<file path="src/rtl/hazard_ctrl_if.sv">
// Signal bundle between the RV32I datapath and the hazard/sequencing controller.
// The datapath is the master: it supplies register ids and memory status and consumes enables, clears and forwarding selects.
interface hazard_ctrl_if;
    logic [4:0] rs1_d;
    logic [4:0] rs2_d;
    logic [4:0] rs1_e;
    logic [4:0] rs2_e;
    logic [4:0] rd_e;
    logic [1:0] ResultSrc_e;
    logic       PCSrc_e;
    logic [4:0] rd_m;
    logic [4:0] rd_w;
    logic       RegWrite_m;
    logic       RegWrite_w;
    logic       dmem_req_m;
    logic       dmem_ready;

    logic       enable_f;
    logic       enable_fd;
    logic       enable_de;
    logic       enable_em;
    logic       enable_mw;
    logic       clear_fd;
    logic       clear_de;
    logic       clear_em;
    logic       clear_mw;
    logic [1:0] ForwardA_e;
    logic [1:0] ForwardB_e;
    logic       mem_err;

    modport master (
        output rs1_d, rs2_d, rs1_e, rs2_e, rd_e, ResultSrc_e, PCSrc_e,
               rd_m, rd_w, RegWrite_m, RegWrite_w, dmem_req_m, dmem_ready,
        input  enable_f, enable_fd, enable_de, enable_em, enable_mw,
               clear_fd, clear_de, clear_em, clear_mw,
               ForwardA_e, ForwardB_e, mem_err
    );

    modport slave (
        input  rs1_d, rs2_d, rs1_e, rs2_e, rd_e, ResultSrc_e, PCSrc_e,
               rd_m, rd_w, RegWrite_m, RegWrite_w, dmem_req_m, dmem_ready,
        output enable_f, enable_fd, enable_de, enable_em, enable_mw,
               clear_fd, clear_de, clear_em, clear_mw,
               ForwardA_e, ForwardB_e, mem_err
    );
endinterface

</file>
<file path="src/rtl/hazard_ctrl.sv">
// Hazard controller: stall/flush/forward decode plus a data-memory wait FSM with timeout watchdog.
// Outputs are combinational (zero latency); HALT freezes the pipe until rst. Optional counters: HAZARD_PERF_EN.
module hazard_ctrl #(
    parameter int MEM_TIMEOUT = 64,
    parameter int CNT_W       = 10
) (
    input  logic         clk,
    input  logic         rst,
    hazard_ctrl_if.slave hif
`ifdef HAZARD_PERF_EN
    ,
    output logic [31:0]  perf_stall_cnt,
    output logic [31:0]  perf_flush_cnt,
    output logic [31:0]  perf_lu_cnt
`endif
);

    typedef enum logic [1:0] {
        RUN      = 2'd0,
        MEM_WAIT = 2'd1,
        HALT     = 2'd2
    } state_t;

    localparam logic [CNT_W-1:0] TIMEOUT_C = CNT_W'(MEM_TIMEOUT);

    state_t           state_q, state_d;
    logic [CNT_W-1:0] wait_cnt_q, wait_cnt_d;
    logic             mem_err_q, mem_err_d;

    logic halt_act;
    logic mem_stall;
    logic lu_hit;
    logic flush_act;
    logic lu_act;

    function automatic logic [1:0] fwd_sel(input logic [4:0] rs,
                                           input logic       wr_m,
                                           input logic [4:0] rd_m,
                                           input logic       wr_w,
                                           input logic [4:0] rd_w);
        logic [1:0] sel;
        sel = 2'b00;
        if (wr_m && (rd_m != 5'd0) && (rd_m == rs))
            sel = 2'b10;
        else if (wr_w && (rd_w != 5'd0) && (rd_w == rs))
            sel = 2'b01;
        return sel;
    endfunction

    always_ff @(posedge clk) begin
        if (rst) begin
            state_q    <= RUN;
            wait_cnt_q <= '0;
            mem_err_q  <= 1'b0;
        end else begin
            state_q    <= state_d;
            wait_cnt_q <= wait_cnt_d;
            mem_err_q  <= mem_err_d;
        end
    end

    always_comb begin
        state_d    = state_q;
        wait_cnt_d = wait_cnt_q;
        mem_err_d  = mem_err_q;
        case (state_q)
            RUN: begin
                if (hif.dmem_req_m && !hif.dmem_ready) begin
                    state_d    = MEM_WAIT;
                    wait_cnt_d = CNT_W'(1);
                end
            end
            MEM_WAIT: begin
                if (hif.dmem_ready) begin
                    state_d    = RUN;
                    wait_cnt_d = '0;
                end else if (wait_cnt_q == TIMEOUT_C) begin
                    state_d   = HALT;
                    mem_err_d = 1'b1;
                end else begin
                    wait_cnt_d = wait_cnt_q + CNT_W'(1);
                end
            end
            HALT:    state_d = HALT;
            default: state_d = RUN;
        endcase
    end

    // While rst is high the decode behaves as if the FSM were already in RUN.
    always_comb begin
        halt_act  = (state_q == HALT) && !rst;
        mem_stall = !halt_act && hif.dmem_req_m && !hif.dmem_ready;
        lu_hit    = (hif.ResultSrc_e == 2'b01) && (hif.rd_e != 5'd0) &&
                    ((hif.rd_e == hif.rs1_d) || (hif.rd_e == hif.rs2_d));
        flush_act = !halt_act && !mem_stall && hif.PCSrc_e;
        lu_act    = !halt_act && !mem_stall && !hif.PCSrc_e && lu_hit;

        hif.enable_f  = 1'b1;
        hif.enable_fd = 1'b1;
        hif.enable_de = 1'b1;
        hif.enable_em = 1'b1;
        hif.enable_mw = 1'b1;
        hif.clear_fd  = 1'b0;
        hif.clear_de  = 1'b0;
        hif.clear_em  = 1'b0;
        hif.clear_mw  = 1'b0;

        if (halt_act || mem_stall) begin
            hif.enable_f  = 1'b0;
            hif.enable_fd = 1'b0;
            hif.enable_de = 1'b0;
            hif.enable_em = 1'b0;
            hif.enable_mw = 1'b0;
        end else if (flush_act) begin
            hif.clear_fd = 1'b1;
            hif.clear_de = 1'b1;
        end else if (lu_act) begin
            hif.enable_f  = 1'b0;
            hif.enable_fd = 1'b0;
            hif.clear_de  = 1'b1;
        end

        hif.ForwardA_e = fwd_sel(hif.rs1_e, hif.RegWrite_m, hif.rd_m, hif.RegWrite_w, hif.rd_w);
        hif.ForwardB_e = fwd_sel(hif.rs2_e, hif.RegWrite_m, hif.rd_m, hif.RegWrite_w, hif.rd_w);
        hif.mem_err    = mem_err_q;
    end

`ifdef HAZARD_PERF_EN
    logic [31:0] perf_stall_q, perf_stall_d;
    logic [31:0] perf_flush_q, perf_flush_d;
    logic [31:0] perf_lu_q, perf_lu_d;

    always_comb begin
        perf_stall_d = perf_stall_q + {31'd0, mem_stall};
        perf_flush_d = perf_flush_q + {31'd0, flush_act};
        perf_lu_d    = perf_lu_q + {31'd0, lu_act};
    end

    always_ff @(posedge clk) begin
        if (rst) begin
            perf_stall_q <= '0;
            perf_flush_q <= '0;
            perf_lu_q    <= '0;
        end else begin
            perf_stall_q <= perf_stall_d;
            perf_flush_q <= perf_flush_d;
            perf_lu_q    <= perf_lu_d;
        end
    end

    assign perf_stall_cnt = perf_stall_q;
    assign perf_flush_cnt = perf_flush_q;
    assign perf_lu_cnt    = perf_lu_q;
`endif

endmodule

</file>
<file path="src/flat_wrapper.sv">
// flat-port wrapper written by rule: the top's interface ports become plain ports
module hazard_ctrl_flat 
#(
    parameter int MEM_TIMEOUT = 64,
    parameter int CNT_W       = 10
)
  (clk, rst, hif_rs1_d, hif_rs2_d, hif_rs1_e, hif_rs2_e, hif_rd_e, hif_ResultSrc_e, hif_PCSrc_e, hif_rd_m, hif_rd_w, hif_RegWrite_m, hif_RegWrite_w, hif_dmem_req_m, hif_dmem_ready, hif_enable_f, hif_enable_fd, hif_enable_de, hif_enable_em, hif_enable_mw, hif_clear_fd, hif_clear_de, hif_clear_em, hif_clear_mw, hif_ForwardA_e, hif_ForwardB_e, hif_mem_err);
  hazard_ctrl_if hif_i ();
  input  logic clk;
  input  logic rst;
  input wire logic [$bits(hif_i.rs1_d)-1:0] hif_rs1_d;
  input wire logic [$bits(hif_i.rs2_d)-1:0] hif_rs2_d;
  input wire logic [$bits(hif_i.rs1_e)-1:0] hif_rs1_e;
  input wire logic [$bits(hif_i.rs2_e)-1:0] hif_rs2_e;
  input wire logic [$bits(hif_i.rd_e)-1:0] hif_rd_e;
  input wire logic [$bits(hif_i.ResultSrc_e)-1:0] hif_ResultSrc_e;
  input wire logic [$bits(hif_i.PCSrc_e)-1:0] hif_PCSrc_e;
  input wire logic [$bits(hif_i.rd_m)-1:0] hif_rd_m;
  input wire logic [$bits(hif_i.rd_w)-1:0] hif_rd_w;
  input wire logic [$bits(hif_i.RegWrite_m)-1:0] hif_RegWrite_m;
  input wire logic [$bits(hif_i.RegWrite_w)-1:0] hif_RegWrite_w;
  input wire logic [$bits(hif_i.dmem_req_m)-1:0] hif_dmem_req_m;
  input wire logic [$bits(hif_i.dmem_ready)-1:0] hif_dmem_ready;
  output wire logic [$bits(hif_i.enable_f)-1:0] hif_enable_f;
  output wire logic [$bits(hif_i.enable_fd)-1:0] hif_enable_fd;
  output wire logic [$bits(hif_i.enable_de)-1:0] hif_enable_de;
  output wire logic [$bits(hif_i.enable_em)-1:0] hif_enable_em;
  output wire logic [$bits(hif_i.enable_mw)-1:0] hif_enable_mw;
  output wire logic [$bits(hif_i.clear_fd)-1:0] hif_clear_fd;
  output wire logic [$bits(hif_i.clear_de)-1:0] hif_clear_de;
  output wire logic [$bits(hif_i.clear_em)-1:0] hif_clear_em;
  output wire logic [$bits(hif_i.clear_mw)-1:0] hif_clear_mw;
  output wire logic [$bits(hif_i.ForwardA_e)-1:0] hif_ForwardA_e;
  output wire logic [$bits(hif_i.ForwardB_e)-1:0] hif_ForwardB_e;
  output wire logic [$bits(hif_i.mem_err)-1:0] hif_mem_err;
  assign hif_i.rs1_d = hif_rs1_d;
  assign hif_i.rs2_d = hif_rs2_d;
  assign hif_i.rs1_e = hif_rs1_e;
  assign hif_i.rs2_e = hif_rs2_e;
  assign hif_i.rd_e = hif_rd_e;
  assign hif_i.ResultSrc_e = hif_ResultSrc_e;
  assign hif_i.PCSrc_e = hif_PCSrc_e;
  assign hif_i.rd_m = hif_rd_m;
  assign hif_i.rd_w = hif_rd_w;
  assign hif_i.RegWrite_m = hif_RegWrite_m;
  assign hif_i.RegWrite_w = hif_RegWrite_w;
  assign hif_i.dmem_req_m = hif_dmem_req_m;
  assign hif_i.dmem_ready = hif_dmem_ready;
  assign hif_enable_f = hif_i.enable_f;
  assign hif_enable_fd = hif_i.enable_fd;
  assign hif_enable_de = hif_i.enable_de;
  assign hif_enable_em = hif_i.enable_em;
  assign hif_enable_mw = hif_i.enable_mw;
  assign hif_clear_fd = hif_i.clear_fd;
  assign hif_clear_de = hif_i.clear_de;
  assign hif_clear_em = hif_i.clear_em;
  assign hif_clear_mw = hif_i.clear_mw;
  assign hif_ForwardA_e = hif_i.ForwardA_e;
  assign hif_ForwardB_e = hif_i.ForwardB_e;
  assign hif_mem_err = hif_i.mem_err;
  hazard_ctrl #(.MEM_TIMEOUT(MEM_TIMEOUT), .CNT_W(CNT_W)) u_core (.clk(clk), .rst(rst), .hif(hif_i));
endmodule
</file>
<file path="config.mk">
export PLATFORM = sky130hd
export DESIGN_NAME = hazard_ctrl_flat
export DESIGN_NICKNAME = d
export VERILOG_FILES = /design/src/rtl/hazard_ctrl_if.sv /design/src/rtl/hazard_ctrl.sv /design/src/flat_wrapper.sv
export SDC_FILE = /design/constraint.sdc
export NUM_CORES = 1
export LEC_CHECK = 0
export CORE_MARGIN = 5
export CORE_UTILIZATION = 41
export CTS_BUF_LIST = sky130_fd_sc_hd__clkbuf_16
export CTS_CLUSTER_DIAMETER = 50
export DETAILED_ROUTE_END_ITERATION = 10
export GPL_TIMING_DRIVEN = 0
export PLACE_DENSITY = 0.81
export SYNTH_ARGS = -nofsm -noshare
export SYNTH_HDL_FRONTEND = slang
export SYNTH_SLANG_ARGS = --single-unit
export TNS_END_PERCENT = 10
</file>
<file path="constraint.sdc">
create_clock -name clk -period 2 [get_ports clk]
set_input_delay 0.4 -clock clk [delete_from_list [all_inputs] [get_ports clk]]
set_output_delay 0.4 -clock clk [all_outputs]
set_load 0.03 [all_outputs]
</file>
==> out/summary.log, run 1 <==
[cells_and_area] fraction of final layout cells with drive strength greater than 1 27.1%
[power_and_ir_drop] total power of the final layout 0.932 mW
[floorplan] full die area 4080 µm²
[floorplan] starting density of the core 43.1%
[floorplan] DIE WIDTH 63.9 µm
[global_route] number of global-route vias before repair 1,528
[global_route] met3 layer usage reported by global route 5.08%
[clock_tree] clock buffer count from CTS 3
[floorplan] # rows 19
[synthesis] asr flop ratio synth 0%
[synthesis] Mapped Cells 152
[clock_tree] maximum count of clock buffers along a single path 2
[sta] final-layout setup total negative slack -0.495 ns
[power_and_ir_drop] switching portion of total power 27.6%
[hold_path] cell depth of the worst min-delay path 2
[sta] slew at the pin closest to its max-slew limit 0.533 ns
[cells_and_area] Area Growth Syn to Fin 67.0%
[global_route] total global-route track usage 21.1%
[run_status] run status complete, but fails checks
[critical_path] depth of the critical timing path with buffers and inverters included 6
[critical_path] category of cells accounting for the largest share of critical-path delay simple AND/OR/NAND/NOR gates
[clock_tree] CTS Root Cell clkbuf_16
[synthesis] flip-flop cell with the highest count after synthesis dfxtp_1
[cells_and_area] number of nets at the end of the flow 265
[route] DR vias 1,443
[critical_path] launching element type of the critical path primary input
[global_route] total overflow reported by the global router 0
[clock_tree] cts-stage hold buffer count 0
[synthesis] synthesized area 1190 µm²
[global_route] met2 capacity usage during global routing 42.2%
[power_and_ir_drop] Pwr per Cell Area 469 nW/µm²
[global_route] wire length of the first global-routing pass 7070 µm
[power_and_ir_drop] total net switching power 0.258 mW
[clock_tree] clock input transition at the sequential cells of the worst setup and hold paths 0.04 ns
[sta] worst slew margin relative to its limit 64.2%
[critical_path] stage delay of the slowest cell on the critical path 0.54 ns
[floorplan] io pins 58
[cells_and_area] most frequent cells in the layout xnor2_1, buf_4, clkdlybuf4s50_1
[sta] worst setup margin -0.160 ns
[route] DRC 0
[power_and_ir_drop] IR Drop Worst-Case VDD 0.000917 V
[critical_path] cell with the biggest individual delay on the critical path or4_4
[power_and_ir_drop] reported leakage power 0.755 nW
[global_route] antenna violations before repair 0
[sta] count of final setup violators 6
[route] post-detailed-route wirelength per cell 17.3 µm
[cells_and_area] finished layout cell area 1990 µm²
[sta] maximum achievable frequency 0.463 GHz
[global_route] fraction of met1 tracks used by global routing 22.0%
[critical_path] signal arrival time at the worst endpoint 1.76 ns
[cells_and_area] antenna diode count 0
[placement] GP Congestion 0.840
[synthesis] post-synthesis register bit count 13
[critical_path] critical-path cell list clkbuf_2 -> or4_1 -> o21ai_2 -> or4_4 -> nor4_4 -> buf_4
[global_route] largest net degree at the start of global routing 11
[critical_path] worst path required time 1.60 ns
[sta] setup repair after global routing missed its margin yes
[sta] worst setup skew after layout 0.00267 ns
[power_and_ir_drop] proportion of power drawn by the clock network 39.6%
[route] drt first pass iters 4
[sta] number of failing hold endpoints at the final stage 0
[sta] period utilization 108%
[synthesis] per-instance average area after synthesis 7.83 µm²
[run_status] violations in the final reports setup timing
[synthesis] Netlist cell types 43
[clock_tree] clock tree from TritonCTS built
[placement] Place WS -1.16 ns
[clock_tree] clock latency on the worst-skew pair 0.24 ns
[floorplan] floorplan die height 63.9 µm
[critical_path] worst-path maximum fanout 3
[critical_path] FF-to-FF path depth 6
[power_and_ir_drop] register share of total power 28.6%
[placement] number of buffers added on ports 55
[synthesis] sequential cell area fraction in the yosys report 21.9%
[sta] Final Slew Violations 0
[route] wirelength, routed 4300 µm
[cells_and_area] most frequent standard cell in the layout excluding fill and tap cells xnor2_1
[hold_path] Worst Hold Class primary input to flip-flop
[route] drt via density 5.80
[sta] Final Critical Period 2.16 ns
[power_and_ir_drop] combinational cell fraction of total power 31.8%
[clock_tree] number of sinks driven by the clock tree 13
[clock_tree] H-tree Lvls 1
[global_route] GRT busiest layer met2
[placement] dpl hpwl 3210 µm
[synthesis] Warnings, synthesis 0
[power_and_ir_drop] total internal power 0.675 mW
[placement] placed standard-cell area 1830 µm²
[synthesis] number of synthesized flops with an enable pin 0
[route] antenna-violating nets left 0
[critical_path] Setup Crit Path Kind primary input to output port
[route] starting DRC count in detailed routing 56
[critical_path] crit path buf inv count 2
[critical_path] Worst Setup End Kind output port
[run] max cap viols 0
[floorplan] core region area 2760 µm²
## final timing paths
kind	startpoint	to	slack, ns
max	hif_rd_w[3]	hif_ForwardA_e[0]	-0.16
min	hif_dmem_ready	u_core.state_q[0]	0.45
max reg2reg	u_core.wait_cnt_q[0]	u_core.wait_cnt_q[9]	0.22
min reg2reg	u_core.hif.mem_err	u_core.hif.mem_err	0.50
## Yosys cell counts (2+ instances only)
master | instances | area share, %
ha_1 | 2 | 2.1
buf_4 | 5 | 3.2
nand2b_1 | 4 | 2.1
o32ai_1 | 3 | 2.2
nand2_1 | 9 | 2.8
nor4b_1 | 2 | 1.5
xnor2_1 | 20 | 15
or4_1 | 5 | 3.2
or3_1 | 2 | 1.1
o21ai_0 | 2 | 0.84
nand3_1 | 10 | 4.2
nor3_1 | 7 | 2.9
dfxtp_1 | 13 | 22
nor4_1 | 5 | 2.6
inv_1 | 7 | 2.2
nor2b_1 | 2 | 1.1
a21oi_1 | 5 | 2.1
xor2_1 | 12 | 8.8
nor2_1 | 9 | 2.8
a21o_1 | 2 | 1.3
a311oi_1 | 2 | 1.5
o21ai_1 | 3 | 1.3
## cell type report
class | instances | area [µm²]
Inverter | 7 | 26.3
Multi-Input combinational cell | 126 | 1000
Clock buffer | 3 | 75.1
Fill cell | 220 | 771
Buffer | 7 | 50.0
Clock inverter | 1 | 3.75
Sequential cell | 13 | 260
Timing Repair Buffer | 61 | 532
Tap cell | 31 | 38.8
## logic make-up after synthesis
logic type / count (synthesis) / synth area share, %
AND/OR/NAND/NOR: 64 / 30.9
adder cells (fa/ha/maj): 2 / 2.10
other: 1 / 0.315
buffers and inverters: 14 / 6.10
AO/OA/AOI/OAI: 25 / 14.3
flip-flops: 13 / 21.9
multiplexers: 1 / 0.841
XOR/XNOR: 32 / 23.6
## worst register-to-register path, cell delays in order (launching register included)
cell	delay, ns
dfxtp_1	0.39
inv_1	0.08
ha_1	0.22
nor2b_1	0.16
and3_1	0.21
a31oi_2	0.41
o211ai_1	0.17
## registers in the layout, indices dropped and copies added, names as in the netlist
| register | flops |
|---|---|
| u_core.hif.mem_err | 1 |
| u_core.state_q | 2 |
| u_core.wait_cnt_q | 10 |
## layer usage
layer  routed length [µm]  part of all wire (%)
met1                 1520                    35
met2                 2400                    56
met3                  301                   7.0
met4                   80                   1.9
met5                    0                     0
## power by group through the flow
| stage | Clock (mW) | Sequential, mW | Combinational, mW |
|---|---|---|---|
| after global routing | 0.392 | 0.267 | 0.316 |
| after detailed placement | 0 | 0.271 | 0.282 |
| after CTS | 0.370 | 0.267 | 0.290 |
| after global placement | 0 | 0.271 | 0.273 |
| after floorplan | 0 | 0.271 | 0.135 |
| final | 0.369 | 0.267 | 0.296 |
## per-stage QoR
| stage | instances | hold slack [ns] | util, % |
|---|---|---|---|
| finish | 249 | 0.445 | 72.1 |
| global route | 249 | 0.453 | 72.1 |
| CTS | 248 | 0.512 | 71.6 |
| detailed placement | 239 | 0.473 | 66.5 |
| global placement | 239 | 0.453 | 66.5 |
| floorplan | 153 | 0.479 | - |
## what timing repair did
item	in CTS	in global routing
setup endpoints to repair	11	16
resized for setup	123	22
pin swaps	15	7
buffers inserted	5	1
cloned	0	0
Note: power is estimated with default switching activity, not from simulation.
==> run 2, diff against run 1 <==
CTS_CLUSTER_DIAMETER = default   (was 50)
HOLD_SLACK_MARGIN = 0.1   (was default)
==> results of run 2 <==
The final DEF is identical to that of run 1; final timing and power are the same.
==> run 3, diff against run 2 <==
CORE_MARGIN = 2   (was 5)
==> out/summary.log, run 3 (same netlist as run 1, synthesis figures left out) <==
[run_status] run status complete, but fails checks
[run_status] violations in the final reports setup timing
[sta] Final Critical Period 2.09 ns
[clock_tree] clock buffer count from CTS 3
[critical_path] worst path required time 1.60 ns
[global_route] wire length of the first global-routing pass 5920 µm
[cells_and_area] Final Non-Filler Cells 246
[power_and_ir_drop] reported leakage power 0.738 nW
[sta] worst slew margin relative to its limit 65.8%
[route] starting DRC count in detailed routing 49
[cells_and_area] antenna diode count 0
[floorplan] io pins 58
[critical_path] signal arrival time at the worst endpoint 1.69 ns
[floorplan] # rows 19
[sta] worst setup skew after layout 0.00224 ns
[sta] slew at the pin closest to its max-slew limit 0.509 ns
[floorplan] core region area 2760 µm²
[placement] placed cell count 239
[cells_and_area] fraction of final layout cells with drive strength greater than 1 25.1%
[power_and_ir_drop] IR Drop Worst-Case VDD 0.000516 V
[cells_and_area] most frequent cells in the layout xnor2_1, clkdlybuf4s50_1, dfxtp_1
[route] DR vias 1,357
[sta] Final Slew Violations 0
[route] drt via density 5.52
[clock_tree] cts-stage hold buffer count 0
[critical_path] Worst Setup End Kind output port
[critical_path] worst-path maximum fanout 3
[floorplan] full die area 3350 µm²
[run] max cap viols 0
[clock_tree] number of sinks driven by the clock tree 13
[cells_and_area] number of filler cells placed in the layout 230
[placement] number of buffers added on ports 55
[sta] maximum achievable frequency 0.479 GHz
[global_route] largest net degree at the start of global routing 11
[floorplan] DIE WIDTH 57.9 µm
[cells_and_area] most frequent standard cell in the layout excluding fill and tap cells xnor2_1
[floorplan] floorplan die height 57.9 µm
[power_and_ir_drop] Pwr per Cell Area 473 nW/µm²
[placement] dpl hpwl 2880 µm
[sta] count of final setup violators 4
[clock_tree] CTS Root Cell clkbuf_16
[clock_tree] clock tree from TritonCTS built
[power_and_ir_drop] proportion of power drawn by the clock network 40.0%
[global_route] total global-route track usage 22.7%
[clock_tree] clock input transition at the sequential cells of the worst setup and hold paths 0.04 ns
[placement] GP Congestion 0.806
[route] DRC 0
[sta] worst setup margin -0.0889 ns
[global_route] total overflow reported by the global router 0
[cells_and_area] Area Growth Syn to Fin 62.6%
[critical_path] launching element type of the critical path primary input
[sta] number of failing hold endpoints at the final stage 0
[cells_and_area] flip-flop count of the largest register after layout 10
[floorplan] starting density of the core 43.1%
[sta] period utilization 104%
[route] wirelength, routed 3810 µm
[cells_and_area] largest reg by FF count u_core.wait_cnt_q
[power_and_ir_drop] total internal power 0.666 mW
[clock_tree] maximum count of clock buffers along a single path 2
[power_and_ir_drop] register share of total power 29.2%
[global_route] number of global-route vias before repair 1,356
[power_and_ir_drop] total net switching power 0.249 mW
[route] antenna-violating nets left 0
[clock_tree] H-tree Lvls 1
[global_route] antenna violations before repair 0
[power_and_ir_drop] total power of the final layout 0.915 mW
[critical_path] Setup Crit Path Kind primary input to output port
[power_and_ir_drop] switching portion of total power 27.2%
[clock_tree] clock latency on the worst-skew pair 0.24 ns
[route] post-detailed-route wirelength per cell 15.5 µm
[route] drt first pass iters 5
[hold_path] Worst Hold Class flip-flop to flip-flop
[power_and_ir_drop] combinational cell fraction of total power 30.8%
[cells_and_area] number of nets at the end of the flow 262
[sta] setup repair after global routing missed its margin yes
==> run 3: cell types whose count changed in the layout (fill, tap and decap cells not counted), sizes merged <==
cell / delta
dlygate4sd2: +2
clkdlybuf4s15: -3
dlymetal6s2s: +1
buf: -1
clkdlybuf4s50: -2
==> run 3: power by group through the flow <==
stage / logic [mW] / registers (mW) / clock network, mW
2_1_floorplan: 0.135 / 0.271 / 0
3_3_place_gp: 0.271 / 0.271 / 0
3_5_place_dp: 0.279 / 0.272 / 0
4_1_cts: 0.279 / 0.267 / 0.369
5_1_grt: 0.299 / 0.268 / 0.382
6_report: 0.282 / 0.267 / 0.366
==> run 3: worst max-delay path, stage by stage <==
cell	delay, ns
buf_2	0.13
or4_4	0.14
o21ai_4	0.06
or4_4	0.50
nor4_4	0.29
buf_6	0.16
==> run 3: final cells by class <==
| class | instances | area (µm²) | share of cell area [%] |
|---|---|---|---|
| Multi-Input combinational cell | 126 | 983 | 50.8 |
| Sequential cell | 13 | 260 | 13.5 |
| Tap cell | 31 | 38.8 | 2.01 |
| Clock buffer | 3 | 75.1 | 3.88 |
| Buffer | 7 | 50.0 | 2.59 |
| Clock inverter | 1 | 3.75 | 0.194 |
| Inverter | 7 | 26.3 | 1.36 |
| Timing Repair Buffer | 58 | 497 | 25.7 |
==> run 3: timing repair <==
action	CTS	global route
setup endpoints to repair	12	14
buffers inserted	3	0
pin swaps	15	8
gates resized for setup	119	27
gates cloned	0	0
==> run 3: through the flow <==
stage	util, %	TNS, ns	worst slack, ns	hold slack (ns)	area (µm²)
floorplan	-	-0.152	-0.0586	0.479	1240
global placement	66.5	-9.18	-1.12	0.454	1830
detailed placement	66.5	-9.94	-1.15	0.457	1830
CTS	70.1	-0.418	-0.187	0.479	1930
global route	70.1	-0.438	-0.118	0.541	1930
finish	70.1	-0.186	-0.0889	0.473	1930
==> run 3: final timing paths <==
kind / slack (ns) / startpoint / cells past startpoint / to
setup / recovery: -0.09 / hif_rd_w[3] / 6 / hif_ForwardA_e[0]
setup reg to reg: 0.16 / u_core.wait_cnt_q[0] / 6 / u_core.wait_cnt_q[6]
hold / removal: 0.47 / u_core.hif.mem_err / 2 / u_core.hif.mem_err
hold reg to reg: 0.47 / u_core.hif.mem_err / 2 / u_core.hif.mem_err
==> run 3: metal layers <==
metal	track usage, %	wire (µm)
met1	25.0	1450
met2	41.7	2040
met3	4.24	243
met4	10.3	76
met5	0	0
